<file path="config.mk">
export PLATFORM = sky130hd
export DESIGN_NAME = axi4_rdch_sender
export DESIGN_NICKNAME = d
export VERILOG_FILES = /design/src/rtl/axi4_rab_pkg.sv /design/src/rtl/axi4_rdch_drop_fifo.sv /design/src/rtl/axi4_rdch_sender_chk.sv /design/src/rtl/axi4_rdch_sender.sv
export SDC_FILE = /design/constraint.sdc
export NUM_CORES = 1
export LEC_CHECK = 0
export CAP_MARGIN = 20
export CELL_PAD_IN_SITES_DETAIL_PLACEMENT = 2
export CELL_PAD_IN_SITES_GLOBAL_PLACEMENT = 2
export CORE_MARGIN = 8
export CORE_UTILIZATION = 32
export CTS_CLUSTER_SIZE = 40
export DETAILED_ROUTE_END_ITERATION = 8
export PLACE_DENSITY = 0.85
export SLEW_MARGIN = 20
export SYNTH_ARGS = -nofsm -noshare
export SYNTH_HDL_FRONTEND = slang
export SYNTH_SLANG_ARGS = --single-unit
</file>
<file path="constraint.sdc">
create_clock -name axi4_aclk -period 3.03 [get_ports axi4_aclk]
set_input_delay 0.606 -clock axi4_aclk [delete_from_list [all_inputs] [get_ports axi4_aclk]]
set_output_delay 0.606 -clock axi4_aclk [all_outputs]
set_load 0.05 [all_outputs]
</file>
<file path="src/rtl/axi4_rab_pkg.sv">
// Shared RAB types and constants: AXI response codes, R-channel sender states
// and the drop request carried from the AR path to the R-channel sender.
package axi4_rab_pkg;

  localparam logic [1:0] RESP_OKAY   = 2'b00;
  localparam logic [1:0] RESP_SLVERR = 2'b10;
  localparam logic [1:0] RESP_DECERR = 2'b11;

  // RAB-wide ID/USER widths; the drop request struct is sized from these.
  localparam int RAB_ID_WIDTH   = 4;
  localparam int RAB_USER_WIDTH = 2;

  typedef enum logic [1:0] {
    IDLE = 2'd0,
    FWD  = 2'd1,
    ERR  = 2'd2
  } rdch_state_t;

  typedef struct packed {
    logic [RAB_ID_WIDTH-1:0]   id;
    logic [7:0]                len;
    logic [RAB_USER_WIDTH-1:0] user;
  } drop_req_t;

endpackage

</file>
<file path="src/rtl/axi4_rdch_drop_fifo.sv">
// Register FIFO of pending drop requests. push_ready depends only on occupancy,
// so a pop in the same cycle never frees a slot for a push while full.
module axi4_rdch_drop_fifo
  import axi4_rab_pkg::*;
#(
  parameter int DEPTH     = 4,
  parameter int LOG_DEPTH = 2
) (
  input  logic      clk,
  input  logic      rst_n,
  input  logic      push_valid,
  input  drop_req_t push_data,
  output logic      push_ready,
  output logic      pop_valid,
  output drop_req_t pop_data,
  input  logic      pop_ready
);

  localparam logic [LOG_DEPTH:0]   FULL_CNT = (LOG_DEPTH+1)'(DEPTH);
  localparam logic [LOG_DEPTH:0]   ONE_CNT  = (LOG_DEPTH+1)'(1);
  localparam logic [LOG_DEPTH-1:0] LAST_PTR = LOG_DEPTH'(DEPTH-1);
  localparam logic [LOG_DEPTH-1:0] ONE_PTR  = LOG_DEPTH'(1);

  drop_req_t            mem_r [DEPTH];
  logic [LOG_DEPTH-1:0] wr_ptr_r;
  logic [LOG_DEPTH-1:0] rd_ptr_r;
  logic [LOG_DEPTH:0]   cnt_r;
  logic                 push_s;
  logic                 pop_s;

  assign push_ready = (cnt_r != FULL_CNT);
  assign pop_valid  = (cnt_r != {(LOG_DEPTH+1){1'b0}});
  assign pop_data   = mem_r[rd_ptr_r];
  assign push_s     = push_valid && push_ready;
  assign pop_s      = pop_valid && pop_ready;

  // Storage, wrapping pointers and occupancy count.
  always_ff @(posedge clk or negedge rst_n) begin
    if (!rst_n) begin
      for (int i = 0; i < DEPTH; i++) begin
        mem_r[i] <= {$bits(drop_req_t){1'b0}};
      end
      wr_ptr_r <= {LOG_DEPTH{1'b0}};
      rd_ptr_r <= {LOG_DEPTH{1'b0}};
      cnt_r    <= {(LOG_DEPTH+1){1'b0}};
    end else begin
      if (push_s) begin
        mem_r[wr_ptr_r] <= push_data;
        wr_ptr_r        <= (wr_ptr_r == LAST_PTR) ? {LOG_DEPTH{1'b0}} : wr_ptr_r + ONE_PTR;
      end
      if (pop_s) begin
        rd_ptr_r <= (rd_ptr_r == LAST_PTR) ? {LOG_DEPTH{1'b0}} : rd_ptr_r + ONE_PTR;
      end
      case ({push_s, pop_s})
        2'b10:   cnt_r <= cnt_r + ONE_CNT;
        2'b01:   cnt_r <= cnt_r - ONE_CNT;
        default: cnt_r <= cnt_r;
      endcase
    end
  end

endmodule

</file>
<file path="src/rtl/axi4_rdch_sender_chk.sv">
// Protocol checks around the R-channel sender's drop request interface.
module axi4_rdch_sender_chk (
  input logic clk,
  input logic rst_n,
  input logic drop_valid,
  input logic drop_ready
);

  // A dropped AR offered while the FIFO is full would be silently lost.
  drop_overflow_a: assert property (@(posedge clk) disable iff (!rst_n)
    drop_valid |-> drop_ready);

endmodule

</file>
<file path="src/rtl/axi4_rdch_sender.sv">
// RAB R-channel return path: forwards master-port R bursts and synthesises
// SLVERR bursts for dropped reads, arbitrating whole bursts round-robin.
module axi4_rdch_sender
  import axi4_rab_pkg::*;
#(
  parameter int C_AXI_DATA_WIDTH    = 32,
  parameter int C_AXI_ID_WIDTH      = RAB_ID_WIDTH,
  parameter int C_AXI_USER_WIDTH    = RAB_USER_WIDTH,
  parameter int DROP_FIFO_DEPTH     = 4,
  parameter int LOG_DROP_FIFO_DEPTH = 2
) (
  input  logic                        axi4_aclk,
  input  logic                        axi4_arstn,
  input  logic                        drop_valid,
  input  logic [C_AXI_ID_WIDTH-1:0]   drop_id,
  input  logic [7:0]                  drop_len,
  input  logic [C_AXI_USER_WIDTH-1:0] drop_user,
  output logic                        drop_ready,
  input  logic [C_AXI_ID_WIDTH-1:0]   m_axi4_rid,
  input  logic [C_AXI_DATA_WIDTH-1:0] m_axi4_rdata,
  input  logic [1:0]                  m_axi4_rresp,
  input  logic                        m_axi4_rlast,
  input  logic [C_AXI_USER_WIDTH-1:0] m_axi4_ruser,
  input  logic                        m_axi4_rvalid,
  output logic                        m_axi4_rready,
  output logic [C_AXI_ID_WIDTH-1:0]   s_axi4_rid,
  output logic [C_AXI_DATA_WIDTH-1:0] s_axi4_rdata,
  output logic [1:0]                  s_axi4_rresp,
  output logic                        s_axi4_rlast,
  output logic [C_AXI_USER_WIDTH-1:0] s_axi4_ruser,
  output logic                        s_axi4_rvalid,
  input  logic                        s_axi4_rready
);

  rdch_state_t state_r;
  rdch_state_t state_nxt_s;
  logic [7:0]  cnt_r;
  logic [7:0]  cnt_nxt_s;
  logic        rr_last_err_r;
  logic        rr_last_err_nxt_s;
  drop_req_t   push_req_s;
  drop_req_t   head_s;
  logic        head_valid_s;
  logic        pop_s;

  assign push_req_s = '{id: drop_id, len: drop_len, user: drop_user};

  axi4_rdch_drop_fifo #(
    .DEPTH     (DROP_FIFO_DEPTH),
    .LOG_DEPTH (LOG_DROP_FIFO_DEPTH)
  ) u_drop_fifo (
    .clk        (axi4_aclk),
    .rst_n      (axi4_arstn),
    .push_valid (drop_valid),
    .push_data  (push_req_s),
    .push_ready (drop_ready),
    .pop_valid  (head_valid_s),
    .pop_data   (head_s),
    .pop_ready  (pop_s)
  );

  axi4_rdch_sender_chk u_chk (
    .clk        (axi4_aclk),
    .rst_n      (axi4_arstn),
    .drop_valid (drop_valid),
    .drop_ready (drop_ready)
  );

  // State, error beat counter and round-robin memory.
  always_ff @(posedge axi4_aclk or negedge axi4_arstn) begin
    if (!axi4_arstn) begin
      state_r       <= IDLE;
      cnt_r         <= 8'd0;
      rr_last_err_r <= 1'b0;
    end else begin
      state_r       <= state_nxt_s;
      cnt_r         <= cnt_nxt_s;
      rr_last_err_r <= rr_last_err_nxt_s;
    end
  end

  // Arbitration, error beat generation and slave-port muxing.
  always_comb begin
    state_nxt_s       = state_r;
    cnt_nxt_s         = cnt_r;
    rr_last_err_nxt_s = rr_last_err_r;
    pop_s             = 1'b0;
    m_axi4_rready     = 1'b0;
    s_axi4_rvalid     = 1'b0;
    s_axi4_rid        = {C_AXI_ID_WIDTH{1'b0}};
    s_axi4_rdata      = {C_AXI_DATA_WIDTH{1'b0}};
    s_axi4_rresp      = RESP_OKAY;
    s_axi4_rlast      = 1'b0;
    s_axi4_ruser      = {C_AXI_USER_WIDTH{1'b0}};
    case (state_r)
      IDLE: begin
        if (head_valid_s && m_axi4_rvalid) begin
          state_nxt_s = rr_last_err_r ? FWD : ERR;
        end else if (head_valid_s) begin
          state_nxt_s = ERR;
        end else if (m_axi4_rvalid) begin
          state_nxt_s = FWD;
        end else begin
          state_nxt_s = IDLE;
        end
      end
      FWD: begin
        s_axi4_rvalid = m_axi4_rvalid;
        s_axi4_rid    = m_axi4_rid;
        s_axi4_rdata  = m_axi4_rdata;
        s_axi4_rresp  = m_axi4_rresp;
        s_axi4_rlast  = m_axi4_rlast;
        s_axi4_ruser  = m_axi4_ruser;
        m_axi4_rready = s_axi4_rready;
        if (m_axi4_rvalid && s_axi4_rready && m_axi4_rlast) begin
          state_nxt_s       = IDLE;
          rr_last_err_nxt_s = 1'b0;
        end else begin
          state_nxt_s = FWD;
        end
      end
      ERR: begin
        // The head entry stays in the FIFO until its last beat, so the
        // payload is stable across backpressure regardless of new pushes.
        s_axi4_rvalid = 1'b1;
        s_axi4_rid    = head_s.id;
        s_axi4_rresp  = RESP_SLVERR;
        s_axi4_ruser  = head_s.user;
        s_axi4_rlast  = (cnt_r == head_s.len);
        if (s_axi4_rready) begin
          if (cnt_r == head_s.len) begin
            pop_s             = 1'b1;
            cnt_nxt_s         = 8'd0;
            rr_last_err_nxt_s = 1'b1;
            state_nxt_s       = IDLE;
          end else begin
            cnt_nxt_s = cnt_r + 8'd1;
          end
        end else begin
          cnt_nxt_s = cnt_r;
        end
      end
      default: begin
        state_nxt_s = IDLE;
      end
    endcase
  end

endmodule
</file>
; Word level (Yosys, flattened, before mapping)
; Cells that the tools add are included.
; W data, S select, Z words.
[totals]
regBits = 74
latchBits = 0
ramBits = 0
romBits = 0
inputBits = 60
out_inout_bits = 44
wordCells = 84
memories = 0
[classes]
n_addsub = 5
mul = 0
div = 0
n_lt_le_gt_ge = 3
eq_ne = 11
n_shift = 0
mux = 32
bitwise = 2
n_reduce_logical = 13
[op_table]
columns = cell, count
row1 = $bwmux W56, 1
row2 = $mux W14, 3
row3 = $mux W32, 1
row4 = $bmux W14 S2, 1
row5 = $demux W14 S2, 1
row6 = $mux W2, 7
row7 = $mux W1, 9
row8 = $add A8 B1 Y8 const B, 1
row9 = $eq A2 B2 Y1 const B, 4
row10 = $eq A8 B8 Y1, 1
row11 = $mux W8, 1
row12 = $pmux W2 S2, 2
row13 = $pmux W4 S2, 1
row14 = $ge A3 B3 Y1 const B, 2
row15 = $logic_and A1 B1 Y1, 6
row16 = $ne A2 B2 Y1 const B, 3
row17 = $not A2 Y3, 2
row18 = $pmux W1 S2, 3
row19 = $pmux W2 S3, 1
row20 = $pmux W3 S2, 1
row21 = $add A2 B1 Y2 const B, 2
row22 = $eq A2 B1 Y1 const B, 2
row23 = $reduce_and A2 Y1, 2
row24 = $reduce_and A4 Y1, 1
row25 = 7 further kinds, 8

; Longest topological paths before layout
[logic_depth]
word_depth = 11
ltp_mapped = 11
mapped_depth_nobuf = 9

; By module
; Synthesis repeated with hierarchy kept, for this count alone.
[hier_totals]
cells_unflattened = 321
hier_area_um2 = 4282.9
[modules_own_cells]
columns = module, instances, cells_each, area_per_inst_um2, seq_area_each_um2
row1 = axi4_rdch_drop_fifo, 1, 177, 3094.2, 1576.5
row2 = axi4_rdch_sender, 1, 144, 1188.6, 275.3

; Worst setup path before layout
; OpenSTA, ideal clock, no wires.
[synth_path]
path_type = reg2out
from = register u_drop_fifo.rd_ptr_r[0]
to = output port s_axi4_rlast
t_arrival_ps = 2151
t_required_ps = 2424
setup_slack_ps = 273
path_stages_with_launch = 8
path_buffers = 2
path_cell_list = dfrtp_1 -> buf_6 -> buf_12 -> mux4_2 -> xnor2_2 -> nand4_4 -> o31ai_1 -> and2_1
[synth_via]
elab_chain_len = 6
[synth_lines]
columns = element, line
row1 = "start, declared", axi4_rdch_drop_fifo.sv:26  ; logic [LOG_DEPTH-1:0] rd_ptr_r;
row2 = "start signal, assigned", axi4_rdch_drop_fifo.sv:44  ; rd_ptr_r <= {LOG_DEPTH{1'b0}};
row3 = "start signal, assigned", axi4_rdch_drop_fifo.sv:52  ; rd_ptr_r <= (rd_ptr_r == LAST_PTR) ? {LOG_DEPTH{1'b0}} : rd_ptr_r + ONE_PTR;
row4 = $not A2 Y3 (implied by the code), axi4_rdch_drop_fifo.sv:33  ; assign pop_data = mem_r[rd_ptr_r];
row5 = $bmux W14 S2, axi4_rdch_drop_fifo.sv:33
row6 = $mux W14 (implied by the code) (2 in series), axi4_rdch_drop_fifo.sv:33
row7 = $eq A8 B8 Y1, axi4_rdch_sender.sv:129  ; s_axi4_rlast = (cnt_r == head_s.len);
row8 = $pmux W1 S2, axi4_rdch_sender.sv:95  ; case (state_r)
row9 = "end, declared", axi4_rdch_sender.sv:29  ; output logic s_axi4_rlast,
; Every way passes these cells. The select of a mux whose other input is x is not followed.

; Worst setup path in the final report
; Same ends and word-level chain as after synthesis.

==> metrics.txt <==
I/O pin count=roughly 100; Area Growth Syn to Fin=52.7%; DP HPWL=9.70 mm; num rows=41; FF-to-FF setup slack=about 0.10 ns; DR iter-0 viols=95; global-route usage over all layers=around 16%; CP arrival=2.35 ns; DRC errors left=0; die width=~130 microns; Post-Synth Adder-Cell Area=~3.6%; layout cells sized above 1=between 30% and 40%; core area=between 10000 and 15000 sq um; Ys Warns=0; CP Class=reg -> out; HP Class=in -> async; largest net degree at the start of global routing=75; Synth Area in XOR/XNOR=under 10%; slowest stage cell, crit path=mux4_2; worst setup path start=u_drop_fifo.rd_ptr_r[0]; Congestion Overflow GR=0; CTS clk-pin slew, worst paths=~0.060 ns; wire per inst=21.4 microns; Critical Path End Type=primary output; CTS max path bufs=2; FMAX=338 MHz; Core Util, Final=between 40% and 50%; Hold Fails Final Rpt=0; Post-layout nets=between 500 and 600; Leak Pwr=~2.5 nW; Cell Pwr Density=around 1000 nW/um^2; required time of the critical path=about 2.4 ns; syn nets=around 380; Clock Sink Count=74; Detailed Routing Iterations Pass 1=4; Cell variety after synth=39; worst setup path endpoint=s_axi4_rlast; WL final=roughly 13 mm; Cell Chain, Critical Path=buf_12 -> buf_6 -> mux4_2 -> xnor2_2 -> nand4_4 -> o31ai_2 -> and2_4 -> buf_12; Tightest Pin Transition=0.735 ns; setup violators final=0; crit path launch type=register; Starting Density=between 30% and 40%; vias per std cell=~5; crit path max fanout=7; antenna viol nets, final=0; clk_lat worst skew=about 0.34 ns; Final Power=about 6.3 mW; Root Driver=clkbuf_16; Worst Hold Margin=0.258 ns; Slew HR=about half; part of the cycle the worst path needs=97.5%; clock skew=slightly above 0.007 ns; Vias=about 3.0k; multiplexer share of the synthesized area=a little over a quarter; Fill cells=~1.2k; Final Wtd Congestion=a little under 0.8; slowest stage delay, CP=0.53 ns; RSZ-0062 raised after global routing=yes; Yosys reg bits=between 70 and 80; Synth Area per Inst=roughly 13 sq um; number of global-route vias before repair=between 3k and 4k; port bufs=between 100 and 150; maxcap violations=0; chip height=between 100 and 150 microns; Peak VDD IR=about 0.38 mV; Synth Cell Area=approximately 4000 sq um; most frequent cells in the layout=72 x dfrtp_1, 59 x mux2_2, 59 x clkdlybuf4s50_1; CTS Buf Count=9; run status=completed; largest family of logic cells by synthesized area=multiplexers; antenna violations before repair=0; most common cell after layout, fill and taps aside=dfrtp_1; Crit path top cell by count=buf_12; Final min period=a little under 3 ns; Worst Reg2Reg Path Length in Cells=9; Max Slew Vio Count=0; Antenna diodes=0; simple-gate share of the synthesized area=13.2%; Crit Reg-Reg Startpoint=u_drop_fifo.rd_ptr_r[0]; die footprint=16400 sq um; Crit Reg-Reg Endpoint=u_drop_fifo.cnt_r[1]; Seq/Total Area, Yosys=46.2%; Max H-tree Level=3; synthesized instance count=around 310; first-pass GRT wire length=20.6 mm; compound-gate portion of the synthesized area=4.34%; CTS tree=yes
logic make-up after synthesis:
kind of cell | after synthesis
and+or+nand+nor | 91
muxes | 76
DFF | 74
AOI/OAI and AO/OA | 25
buffers and inverters | 23
xor gates and xnor gates | 13
adders and majority gates | 11
power by group:
group	leakage, nW	internal [mW]	switching (mW)
clock network	0.139	0.639	0.440
logic	1.54	1.73	1.66
registers	0.875	1.47	0.353
total	2.55	3.84	2.45
cells in the mapped netlist:
master | count | area [sq um]
nand4_4 | 2 | 42.5
xnor2_1 | 6 | 52.6
mux2i_1 | 1 | 10.0
nor3b_1 | 1 | 7.51
fa_1 | 1 | 20.0
clkbuf_1 | 9 | 33.8
buf_12 | 1 | 20.0
o22ai_1 | 1 | 6.26
buf_4 | 1 | 7.51
and2_1 | 35 | 219
nor3_1 | 4 | 20.0
inv_1 | 7 | 26.3
xor2_1 | 2 | 17.5
nor2b_1 | 9 | 56.3
o31ai_4 | 1 | 21.3
a21oi_1 | 2 | 10.0
or2_2 | 1 | 6.26
mux4_2 | 6 | 135
dfrtp_1 | 74 | 1850
o211ai_1 | 3 | 22.5
mux2_1 | 2 | 22.5
mux4_1 | 8 | 210
o31ai_1 | 1 | 7.51
nor4_4 | 1 | 21.3
ha_1 | 10 | 125
o22a_1 | 1 | 8.76
a22oi_1 | 6 | 45.0
xnor2_2 | 5 | 81.3
nand3_1 | 4 | 20.0
nor2_1 | 7 | 26.3
mux2_2 | 59 | 664
nor4_1 | 1 | 6.26
a31oi_1 | 2 | 12.5
or3_1 | 1 | 6.26
nand2_1 | 24 | 90.1
buf_1 | 4 | 15.0
buf_6 | 1 | 11.3
and3_1 | 1 | 6.26
o21ai_0 | 8 | 40.0
metrics by stage:
step / worst slack [ns] / TNS (ns) / std cells / instance area, sq um
after floorplan: 0.273 / 0 / 313 / 4010
after global placement: 0.0993 / 0 / 584 / 5710
after detailed placement: -0.0655 / -0.0655 / 584 / 5710
after CTS: 0.00573 / 0 / 606 / 6080
after global routing: -0.0239 / -0.0342 / 607 / 6120
final: 0.0747 / 0 / 607 / 6120
timing repair:
| action | in CTS | in global routing |
|---|---|---|
| hold buffers | 0 | 0 |
| resized for setup | 4 | 6 |
| setup buffers | 6 | 1 |
| pin swaps | 2 | 2 |
| endpoints found under the setup margin | 4 | 2 |
| hold endpoints to repair | 0 | 0 |
flip-flops by register name, indices dropped and copies added, names as in the netlist:
signal and flops:
u_drop_fifo.mem_r 56, u_drop_fifo.rd_ptr_r 2, u_drop_fifo.cnt_r 3, rr_last_err_r 1, state_r 2, u_drop_fifo.wr_ptr_r 2
cnt_r 8
metal layers:
| metal | global-route usage (%) | part of all wire (%) |
|---|---|---|
| met1 | 18.1 | 41 |
| met2 | 29.9 | 52 |
| met3 | 4.20 | 5.1 |
| met4 | 6.08 | 1.5 |
| met5 | 0 | 0 |
worst min path at each step:
| stage | startpoint | to | slack, ns | depth (start not counted) |
|---|---|---|---|---|
| CTS | axi4_arstn | u_drop_fifo.mem_r[30] | 0.31 | 2 |
| global route | axi4_arstn | cnt_r[1] | 0.32 | 2 |
| floorplan | axi4_arstn | cnt_r[0] | 0.31 | 0 |
| detailed placement | u_drop_fifo.mem_r[0] | u_drop_fifo.mem_r[0] | 0.49 | 1 |
| global placement | u_drop_fifo.mem_r[12] | u_drop_fifo.mem_r[12] | 0.48 | 1 |
| finish | axi4_arstn | cnt_r[1] | 0.26 | 2 |
critical path, delay by kind of cell, from the launching register on:
kind / cells / cell delay (ns)
mux: 1 / 0.53
xor+xnor: 1 / 0.23
flops: 1 / 0.39
compound gates: 1 / 0.20
buf+inv: 3 / 0.35
simple gates: 2 / 0.31
area by class of cell:
type	instances	area [sq um]	share of cell area (%)
clock buffer	10	229	3.74
clock inverter	6	67.6	1.10
inverter	7	26.3	0.430
multi-input combinational	216	2080	34.1
sequential	74	1850	30.3
tap	172	215	3.52
timing repair buffer	122	1640	26.8
Power figures use the tool's default switching activity.
